==> src/rtl/cordic_pkg.sv <==
// cordic_pkg: shared widths, pipeline depth and response tag type for the CORDIC arbiter.
// Latency: n/a (types and constants only).
// Backpressure: n/a.
package cordic_pkg;

  localparam int ANGLE_W        = 17;
  localparam int DATA_W         = 16;
  localparam int CORDIC_LATENCY = 17;

  // Tag id is sized for up to 256 requesters; the arbiter uses only the low bits it needs.
  localparam int TAG_ID_W = 8;

  typedef struct packed {
    logic                valid;
    logic [TAG_ID_W-1:0] id;
  } tag_t;

endpackage

==> src/rtl/cordic_rr_arbiter.sv <==
// cordic_rr_arbiter: one-hot round-robin pick from a request vector and a "positions after last winner" mask.
// Latency: purely combinational.
// Backpressure: none; a zero request vector yields a zero grant.
module cordic_rr_arbiter #(
  parameter int N = 4
) (
  input  logic [N-1:0] Req,
  input  logic [N-1:0] Mask,
  output logic [N-1:0] Grant
);

  logic [N-1:0] masked_req;
  logic [N-1:0] grant_masked;
  logic [N-1:0] grant_plain;
  logic         found_masked;
  logic         found_plain;

  // Lowest-index requester above the last winner wins; if none, wrap to the lowest requester overall.
  always_comb begin
    masked_req   = Req & Mask;
    grant_masked = '0;
    grant_plain  = '0;
    found_masked = 1'b0;
    found_plain  = 1'b0;
    for (int i = 0; i < N; i++) begin
      if (masked_req[i] && !found_masked) begin
        grant_masked[i] = 1'b1;
        found_masked    = 1'b1;
      end
      if (Req[i] && !found_plain) begin
        grant_plain[i] = 1'b1;
        found_plain    = 1'b1;
      end
    end
    Grant = found_masked ? grant_masked : grant_plain;
  end

endmodule

==> src/rtl/cordic_arbiter.sv <==
// cordic_arbiter: round-robin sharing of one CORDIC pipeline among NUM_REQ requesters, with response routing.
// Latency: transfer -> Core_valid 1 cycle; transfer -> Rsp_valid LATENCY+1 cycles.
// Backpressure: Req_ready withheld while a requester has MAX_OUT in flight; responses are never stalled.
// Build option CORDIC_ARB_STATS_EN adds per-requester saturating grant counters (Stat_sel / Stat_grants).
module cordic_arbiter
  import cordic_pkg::*;
#(
  parameter int NUM_REQ = 4,
  parameter int LATENCY = CORDIC_LATENCY,
  parameter int MAX_OUT = 8
) (
  input  logic                                        Clk,
  input  logic                                        Reset_n,
  input  logic [NUM_REQ-1:0]                          Req_valid,
  input  logic [NUM_REQ*ANGLE_W-1:0]                  Req_angle,
  output logic [NUM_REQ-1:0]                          Req_ready,
  output logic                                        Core_valid,
  output logic [ANGLE_W-1:0]                          Core_angle,
  input  logic signed [DATA_W-1:0]                    Core_cos,
  input  logic signed [DATA_W-1:0]                    Core_sin,
  output logic [NUM_REQ-1:0]                          Rsp_valid,
  output logic signed [DATA_W-1:0]                    Rsp_cos,
  output logic signed [DATA_W-1:0]                    Rsp_sin,
  output logic                                        Busy
`ifdef CORDIC_ARB_STATS_EN
  ,
  input  logic [(NUM_REQ > 1 ? $clog2(NUM_REQ) : 1)-1:0] Stat_sel,
  output logic [31:0]                                 Stat_grants
`endif
);

  localparam int ID_W  = (NUM_REQ > 1) ? $clog2(NUM_REQ) : 1;
  localparam int CNT_W = $clog2(MAX_OUT + 1);

  logic [ID_W-1:0]     last_grant;
  logic [NUM_REQ-1:0]  rr_mask;
  logic [NUM_REQ-1:0]  eligible;
  logic [NUM_REQ-1:0]  grant;
  logic [NUM_REQ-1:0]  xfer_vec;
  logic                xfer;
  logic [ANGLE_W-1:0]  grant_angle;
  logic [ID_W-1:0]     grant_id;
  logic [TAG_ID_W-1:0] core_id;
  logic [CNT_W-1:0]    out_cnt [NUM_REQ];
  tag_t                tag_sr  [LATENCY];
  tag_t                tag_out;

  // Eligibility and round-robin mask; a response retiring this cycle frees its slot for an immediate re-grant.
  always_comb begin
    rr_mask  = '0;
    eligible = '0;
    for (int i = 0; i < NUM_REQ; i++) begin
      rr_mask[i]  = (ID_W'(i) > last_grant);
      eligible[i] = Req_valid[i] && ((out_cnt[i] < CNT_W'(MAX_OUT)) || Rsp_valid[i]);
    end
  end

  cordic_rr_arbiter #(
    .N (NUM_REQ)
  ) u_rr (
    .Req   (eligible),
    .Mask  (rr_mask),
    .Grant (grant)
  );

  assign Req_ready = grant;
  assign xfer_vec  = Req_valid & grant;
  assign xfer      = |xfer_vec;

  // Mux out the winner's angle and encode its index.
  always_comb begin
    grant_angle = '0;
    grant_id    = '0;
    for (int i = 0; i < NUM_REQ; i++) begin
      if (grant[i]) begin
        grant_angle = Req_angle[i*ANGLE_W +: ANGLE_W];
        grant_id    = ID_W'(i);
      end
    end
  end

  // Issue register toward the core; pointer starts at the top index so requester 0 wins first.
  always_ff @(posedge Clk or negedge Reset_n) begin
    if (!Reset_n) begin
      Core_valid <= 1'b0;
      Core_angle <= '0;
      core_id    <= '0;
      last_grant <= ID_W'(NUM_REQ - 1);
    end else begin
      Core_valid <= xfer;
      if (xfer) begin
        Core_angle <= grant_angle;
        core_id    <= TAG_ID_W'(grant_id);
        last_grant <= grant_id;
      end
    end
  end

  // Tag pipeline tracks the core: one entry per cycle, valid only when an angle was issued.
  always_ff @(posedge Clk or negedge Reset_n) begin
    if (!Reset_n) begin
      for (int k = 0; k < LATENCY; k++) begin
        tag_sr[k] <= '0;
      end
    end else begin
      tag_sr[0].valid <= Core_valid;
      tag_sr[0].id    <= core_id;
      for (int k = 1; k < LATENCY; k++) begin
        tag_sr[k] <= tag_sr[k-1];
      end
    end
  end

  assign tag_out = tag_sr[LATENCY-1];

  // Route the core result to the owner of the tag leaving the pipeline; zero the data otherwise.
  always_comb begin
    Rsp_valid = '0;
    for (int i = 0; i < NUM_REQ; i++) begin
      Rsp_valid[i] = tag_out.valid && (tag_out.id == TAG_ID_W'(i));
    end
    Rsp_cos = (|Rsp_valid) ? Core_cos : '0;
    Rsp_sin = (|Rsp_valid) ? Core_sin : '0;
  end

  // Busy while any tag is still travelling through the pipeline.
  always_comb begin
    Busy = 1'b0;
    for (int k = 0; k < LATENCY; k++) begin
      Busy = Busy | tag_sr[k].valid;
    end
  end

  // Per-requester in-flight count: up on transfer, down on response, unchanged when both coincide.
  always_ff @(posedge Clk or negedge Reset_n) begin
    if (!Reset_n) begin
      for (int i = 0; i < NUM_REQ; i++) begin
        out_cnt[i] <= '0;
      end
    end else begin
      for (int i = 0; i < NUM_REQ; i++) begin
        case ({xfer_vec[i], Rsp_valid[i]})
          2'b10:   out_cnt[i] <= out_cnt[i] + CNT_W'(1);
          2'b01:   out_cnt[i] <= out_cnt[i] - CNT_W'(1);
          default: out_cnt[i] <= out_cnt[i];
        endcase
      end
    end
  end

`ifdef CORDIC_ARB_STATS_EN
  localparam int SEL_W = (NUM_REQ > 1) ? $clog2(NUM_REQ) : 1;

  logic [31:0] grant_cnt [NUM_REQ];

  // Saturating grant counters, one per requester.
  always_ff @(posedge Clk or negedge Reset_n) begin
    if (!Reset_n) begin
      for (int i = 0; i < NUM_REQ; i++) begin
        grant_cnt[i] <= '0;
      end
    end else begin
      for (int i = 0; i < NUM_REQ; i++) begin
        if (xfer_vec[i] && (grant_cnt[i] != 32'hFFFF_FFFF)) begin
          grant_cnt[i] <= grant_cnt[i] + 32'd1;
        end
      end
    end
  end

  // Read port for the selected counter; out-of-range selects read as zero.
  always_comb begin
    Stat_grants = '0;
    for (int i = 0; i < NUM_REQ; i++) begin
      if (Stat_sel == SEL_W'(i)) begin
        Stat_grants = grant_cnt[i];
      end
    end
  end
`endif

endmodule

==> config.mk <==
export PLATFORM = sky130hd
export DESIGN_NAME = cordic_arbiter
export DESIGN_NICKNAME = d
export VERILOG_FILES = /design/src/rtl/cordic_pkg.sv /design/src/rtl/cordic_rr_arbiter.sv /design/src/rtl/cordic_arbiter.sv
export SDC_FILE = /design/constraint.sdc
export NUM_CORES = 1
export LEC_CHECK = 0
export CORE_ASPECT_RATIO = 0.5
export CORE_MARGIN = 2
export CORE_UTILIZATION = 34
export CTS_CLUSTER_DIAMETER = 80
export DETAILED_ROUTE_END_ITERATION = 8
export GPL_TIMING_DRIVEN = 0
export HOLD_SLACK_MARGIN = 0.08
export PLACE_DENSITY = 0.66
export SLEW_MARGIN = 20
export SYNTH_ARGS = -nofsm -noshare
export SYNTH_HDL_FRONTEND = slang
export SYNTH_SLANG_ARGS = --single-unit
==> constraint.sdc <==
create_clock -name Clk -period 8.8 [get_ports Clk]
set_input_delay 1.32 -clock Clk [delete_from_list [all_inputs] [get_ports Clk]]
set_output_delay 1.32 -clock Clk [all_outputs]
set_load 0.01 [all_outputs]
# ---- Word-level counts from Yosys, hierarchy flattened
# Index checks and enable logic that the tools add are counted.
dict set report totals {
  regBits 89
  input_bits 106
  word_cells 145
}
dict set report classes {
  addsub 8
  n_lt_le_gt_ge 8
  n_eq_ne 11
  mux 27
  bitwise_logic 18
  reduce_logical 31
}
# operator n
set op_table {}
lappend op_table {{2-to-1 mux 17 bit} 4}
lappend op_table {{2-to-1 mux 16 bit} 2}
lappend op_table {{one-hot mux 4 bit (2 select lines)} 4}
lappend op_table {{adder 4 x 1 -> 4 bit (second input constant)} 4}
lappend op_table {{less-than comparator 4 bit (second input constant)} 4}
lappend op_table {{bitwise OR 1 bit} 16}
lappend op_table {{subtractor 4 x 1 -> 4 bit (second input constant)} 4}
lappend op_table {{logical AND 1 bit} 14}
lappend op_table {{2-to-1 mux 1 bit} 14}
lappend op_table {{== test 2 bit (second input constant)} 6}
lappend op_table {{== test 2 x 1 -> 1 bit (second input constant)} 5}
lappend op_table {{AND 4 bit} 2}
lappend op_table {{zero test 8 bit} 1}
lappend op_table {{nonzero test 2 bit} 4}
lappend op_table {{OR reduction 4 bit} 2}
lappend op_table {{zero test 1 bit} 6}
lappend op_table {{greater-than comparator 1 x 2 -> 1 bit (first input constant)} 2}
lappend op_table {{greater-than comparator 2 bit (first input constant)} 2}
lappend op_table {{logical OR 1 bit} 4}
lappend op_table {{2-to-1 mux 2 bit} 2}
lappend op_table {{2-to-1 mux 4 bit} 1}

# ---- Longest topological paths before layout
dict set report logic_depth {
  ltp_word 20
  mapped_depth 14
  ltp_nobuf 12
}

# ---- Modules after synthesis
# A second synthesis with hierarchy kept.
dict set report unflattened {
  cells_unflattened 423
  hier_area_um2 4426.7
}
# module n_inst cells_each area_each_um2
set modules_own_cells {}
lappend modules_own_cells {cordic_arbiter 1 412 4337.9}
lappend modules_own_cells {cordic_rr_arbiter 1 11 88.8}

# ---- Least setup slack after synthesis
# Ideal clock, no wire load.
dict set report synth_path {
  path_kind {in2out}
  start {input port Req_valid[3]}
  end {output port Req_ready[2]}
  t_arrival_ns 2.569
  required_time_ns 7.480
  slack_ns 4.911
  stages 5
  path_buffers 1
  cell_sequence {and4_1 nor2_1 o21ai_1 a211oi_2 buf_2}
}
dict set report synth_between {
  elab_chain_len 5
}
# item line_no
set synth_lines {}
lappend synth_lines {{start: declaration} cordic_arbiter.sv:14} ;# input logic [NUM_REQ-1:0] Req_valid,
lappend synth_lines {{logical AND 1 bit} cordic_arbiter.sv:54} ;# eligible[i] = Req_valid[i] && ((out_cnt[i] < CNT_W'(MAX_OUT)) || Rsp_valid[i]);
lappend synth_lines {{AND 4 bit} cordic_rr_arbiter.sv:20} ;# masked_req = Req & Mask;
lappend synth_lines {{logical AND 1 bit} cordic_rr_arbiter.sv:26} ;# if (masked_req[i] && !found_masked) begin
lappend synth_lines {{2-to-1 mux 1 bit} cordic_rr_arbiter.sv:26}
lappend synth_lines {{2-to-1 mux 4 bit} cordic_rr_arbiter.sv:35} ;# Grant = found_masked ? grant_masked : grant_plain;
lappend synth_lines {{end: declaration} cordic_arbiter.sv:16} ;# output logic [NUM_REQ-1:0] Req_ready,
# No other way between the ends.

# ---- Final worst setup path
# Ends and elaborated chain as after synthesis.

==> impl_results.md <==
- Post-synth cell types: 50
- Post-CTS setup buffer count: 0
- Critical Setup Path Class: primary input to output port
- Post-synth EDFFs: 0
- Vias in the first global route: 3077
- Initial antenna violation count: 0
- Global Route Usage Sum: 16.0%
- Fin crit period: 5.50 ns
- Hold WC Path Type: flip-flop to flip-flop
- Worst rel slew slack: 44.9%
- Synth Warn #: 0
- Static Leak: 2.44 nW
- Initial DRC Count: 115
- Via Count: 3106
- Clock H-tree levels: 3
- Slowest CP cell: a211oi_2
- Crit path launch type: primary input
- Maximum vdd drop: 162 uV
- Routability cong.: 0.812
- DRC violations left: 0
- Worst path cell trace: clkdlybuf4s50_1 -> and4_1 -> nor2_1 -> o21ai_1 -> a211oi_2 -> buf_2 -> clkdlybuf4s50_1
- RSZ-0062 raised after global routing: no
- Fin nets: 605
- MaxCap Viol Count: 0
- TritonCTS clock tree: yes
- Post-CTS Resized: 0
- Vias per cell: 4.88
- Hold path cells: 0
- Max Clock Freq: 182 MHz
- Cell Area, Synth: 0.00391 mm2
- Worst Max-Slew Pin Slew: 0.825 ns
- Cts hold-fix bufs: 0
- Seq/Total Area, Yosys: 57.0%
- Setup TNS: 0 ns
- Clock slew seen by the registers of the worst setup and hold paths: 0.06 ns
- Longest Clk Path Bufs: 2
- Final WL: 9780 um
- CP most frequent cell: clkdlybuf4s50_1
- Pre-Repair DR Iteration Count: 4
- Max-slew violations: 0
- I/O Buffers: 164
- Period Utilization, post-route: 62.5%
- DR WL/cell: 15.4 um
- Die area: 0.0124 mm2
- Max stage delay on crit path: 0.73 ns
- Placed Cells: 621
- CTS sink count: 89
- Syn Inst Count: 311
- Setup crit end kind: output port
- Post-DRT Antenna Nets: 0
- Largest net degree at the start of global routing: 50
- DP HPWL: 7310 um
- Layout cell share with drive strength beyond 1: 9.15%
- Clk_lat worst skew: 0.33 ns
- WP data arrival: 4.18 ns
- Std cell rows: 27
- GR Overflow Total: 0
- Core ar.: 0.0111 mm2
- Syn_nets: 429
- Yosys reg bits: 89
- Outcome: complete, no violations
- Die width: 156 um
- First-pass GRT wire length: 15400 um
- Clock Skew: 0.00826 ns
- Clk root buf: clkbuf_16
- Ant. Diodes: 0
- Die Height: 79.9 um
- Num CTS Buffers: 9
- Starting density of the core: 35.2%
- Final non-filler cell total: 637
- Avg Inst Size Synth: 12.6 um2
- Pwr Density: 373 mW/mm2
- Area Overhead vs Synth: 55.1%
- R2R depth: 13
- Io pins: 165
- Worst EP required: 7.48 ns
- Final Hold Fails: 0
- Synth async-reset ratio: 100%
- Worst-path maximum fanout: 10
- Final setup viols: 0
- Most used DFF post-synth: dfrtp_1
placed cells by master (no fill, tap or decap), types with 2 or more instances in the layout:
master and instances:
a211oi_1 5, a21oi_1 12, a222oi_1 3, a22oi_1 16
a2bb2oi_1 9, a2bb2oi_2 8, a31oi_1 2, and2_1 32
buf_2 3, buf_6 2, clkbuf_1 7, clkbuf_16 9
clkbuf_8 2, clkdlybuf4s50_1 163, clkinv_4 2, dfrtp_1 87
dfstp_2 2, ha_1 12, inv_1 7, mux2_2 4
nand2_1 5, nor2_1 11, nor2b_1 10, nor3_1 3
nor4_1 3, o211ai_1 4, o21ai_0 4, o221ai_1 14
o32a_1 3, xnor2_1 5, xor2_1 15
critical path, delay by kind of cell:
family,cells,cell delay [ns]
buffers and inverters,3,1.44
AOI/OAI and AO/OA,2,0.85
and+or+nand+nor,2,0.56
synthesized netlist by cell type (2+ instances only):
| cell type | instances | area [um2] |
|---|---|---|
| a211oi_1 | 5 | 37.5 |
| a21oi_1 | 12 | 60.1 |
| a222oi_1 | 3 | 30.0 |
| a22oi_1 | 16 | 120 |
| a2bb2oi_1 | 9 | 78.8 |
| a2bb2oi_2 | 8 | 120 |
| a31oi_1 | 2 | 12.5 |
| and2_1 | 32 | 200 |
| buf_2 | 3 | 15.0 |
| buf_6 | 2 | 22.5 |
| clkbuf_1 | 7 | 26.3 |
| dfrtp_1 | 87 | 2180 |
| dfstp_2 | 2 | 52.6 |
| ha_1 | 12 | 150 |
| inv_1 | 7 | 26.3 |
| mux2_2 | 4 | 45.0 |
| nand2_1 | 5 | 18.8 |
| nor2_1 | 11 | 41.3 |
| nor2b_1 | 10 | 62.6 |
| nor3_1 | 3 | 15.0 |
| nor4_1 | 3 | 18.8 |
| o211ai_1 | 4 | 30.0 |
| o21ai_0 | 4 | 20.0 |
| o221ai_1 | 14 | 123 |
| o32a_1 | 3 | 30.0 |
| xnor2_1 | 5 | 43.8 |
| xor2_1 | 15 | 131 |
logic make-up (layout without fill, tap and decap cells):
kind of cell             after synthesis  in the layout  share of synthesized area (%)
flip-flops                            89             89                           57.0
AO/OA/AOI/OAI                         87             87                           18.5
AND/OR/NAND/NOR                       78             78                           12.5
buffers and inverters                 21            202                           2.53
XOR/XNOR                              20             20                           4.48
adder cells (fa/ha/maj)               12             12                           3.84
multiplexers                           4              4                           1.15
final timing paths:
path | startpoint | endpoint | slack, ns
max | Req_valid[3] | Req_ready[2] | 3.30
min | tag_sr[100] | tag_sr[91] | 0.35
max in group asynchronous | Reset_n | last_grant[1] | 7.11
min reg2reg | tag_sr[100] | tag_sr[91] | 0.35
min in group asynchronous | Reset_n | tag_sr[81] | 1.00
max reg2reg | tag_out[0] | out_cnt[6] | 5.21
per-stage QoR:
step | setup WS (ns) | utilization (%) | hold slack (ns) | power [mW] | instance area [um2]
after floorplan | 4.91 | - | 0.331 | 1.45 | 3910
after global placement | 3.24 | 51.6 | 0.333 | 1.87 | 5740
after detailed placement | 3.30 | 51.8 | 0.335 | 1.90 | 5750
after CTS | 3.31 | 54.6 | 0.347 | 2.29 | 6070
after global routing | 3.19 | 54.6 | 0.350 | 2.43 | 6070
final | 3.30 | 54.6 | 0.347 | 2.26 | 6070
layer usage:
layer | part of all wire [%] | track usage, % | vias up
met4 | 0.55 | 4.68 | 0
li1 | - | - | 1508
met2 | 46 | 27.0 | 123
met5 | 0 | 0 | -
met3 | 7.5 | 4.40 | 4
met1 | 46 | 20.3 | 1471
flip-flops by register name, indices dropped and copies added, names as in the netlist:
register and cells:
tag_sr 48, tag_out 3, Core_valid 1, core_id 2, out_cnt 16, Core_angle 17, last_grant 2
power by group:
| group | switching [mW] | internal (mW) | leakage, nW | total [mW] |
|---|---|---|---|---|
| clock network | 0.149 | 0.237 | 0.156 | 0.385 |
| logic | 0.533 | 0.598 | 1.29 | 1.13 |
| registers | 0.125 | 0.622 | 0.991 | 0.747 |
| total | 0.807 | 1.46 | 2.44 | 2.26 |
area by class of cell:
| cell class | instances | area [um2] |
|---|---|---|
| clock buffers | 11 | 253 |
| repair buffers | 165 | 1660 |
| flip-flops and latches | 89 | 2230 |
| clock inverters | 5 | 61.3 |
| inverters | 7 | 26.3 |
| fillers | 971 | 5050 |
| plain buffers | 14 | 72.6 |
| multi-input cells | 201 | 1580 |
| well taps | 145 | 181 |
No activity file was read; power rests on OpenSTA's default activity.
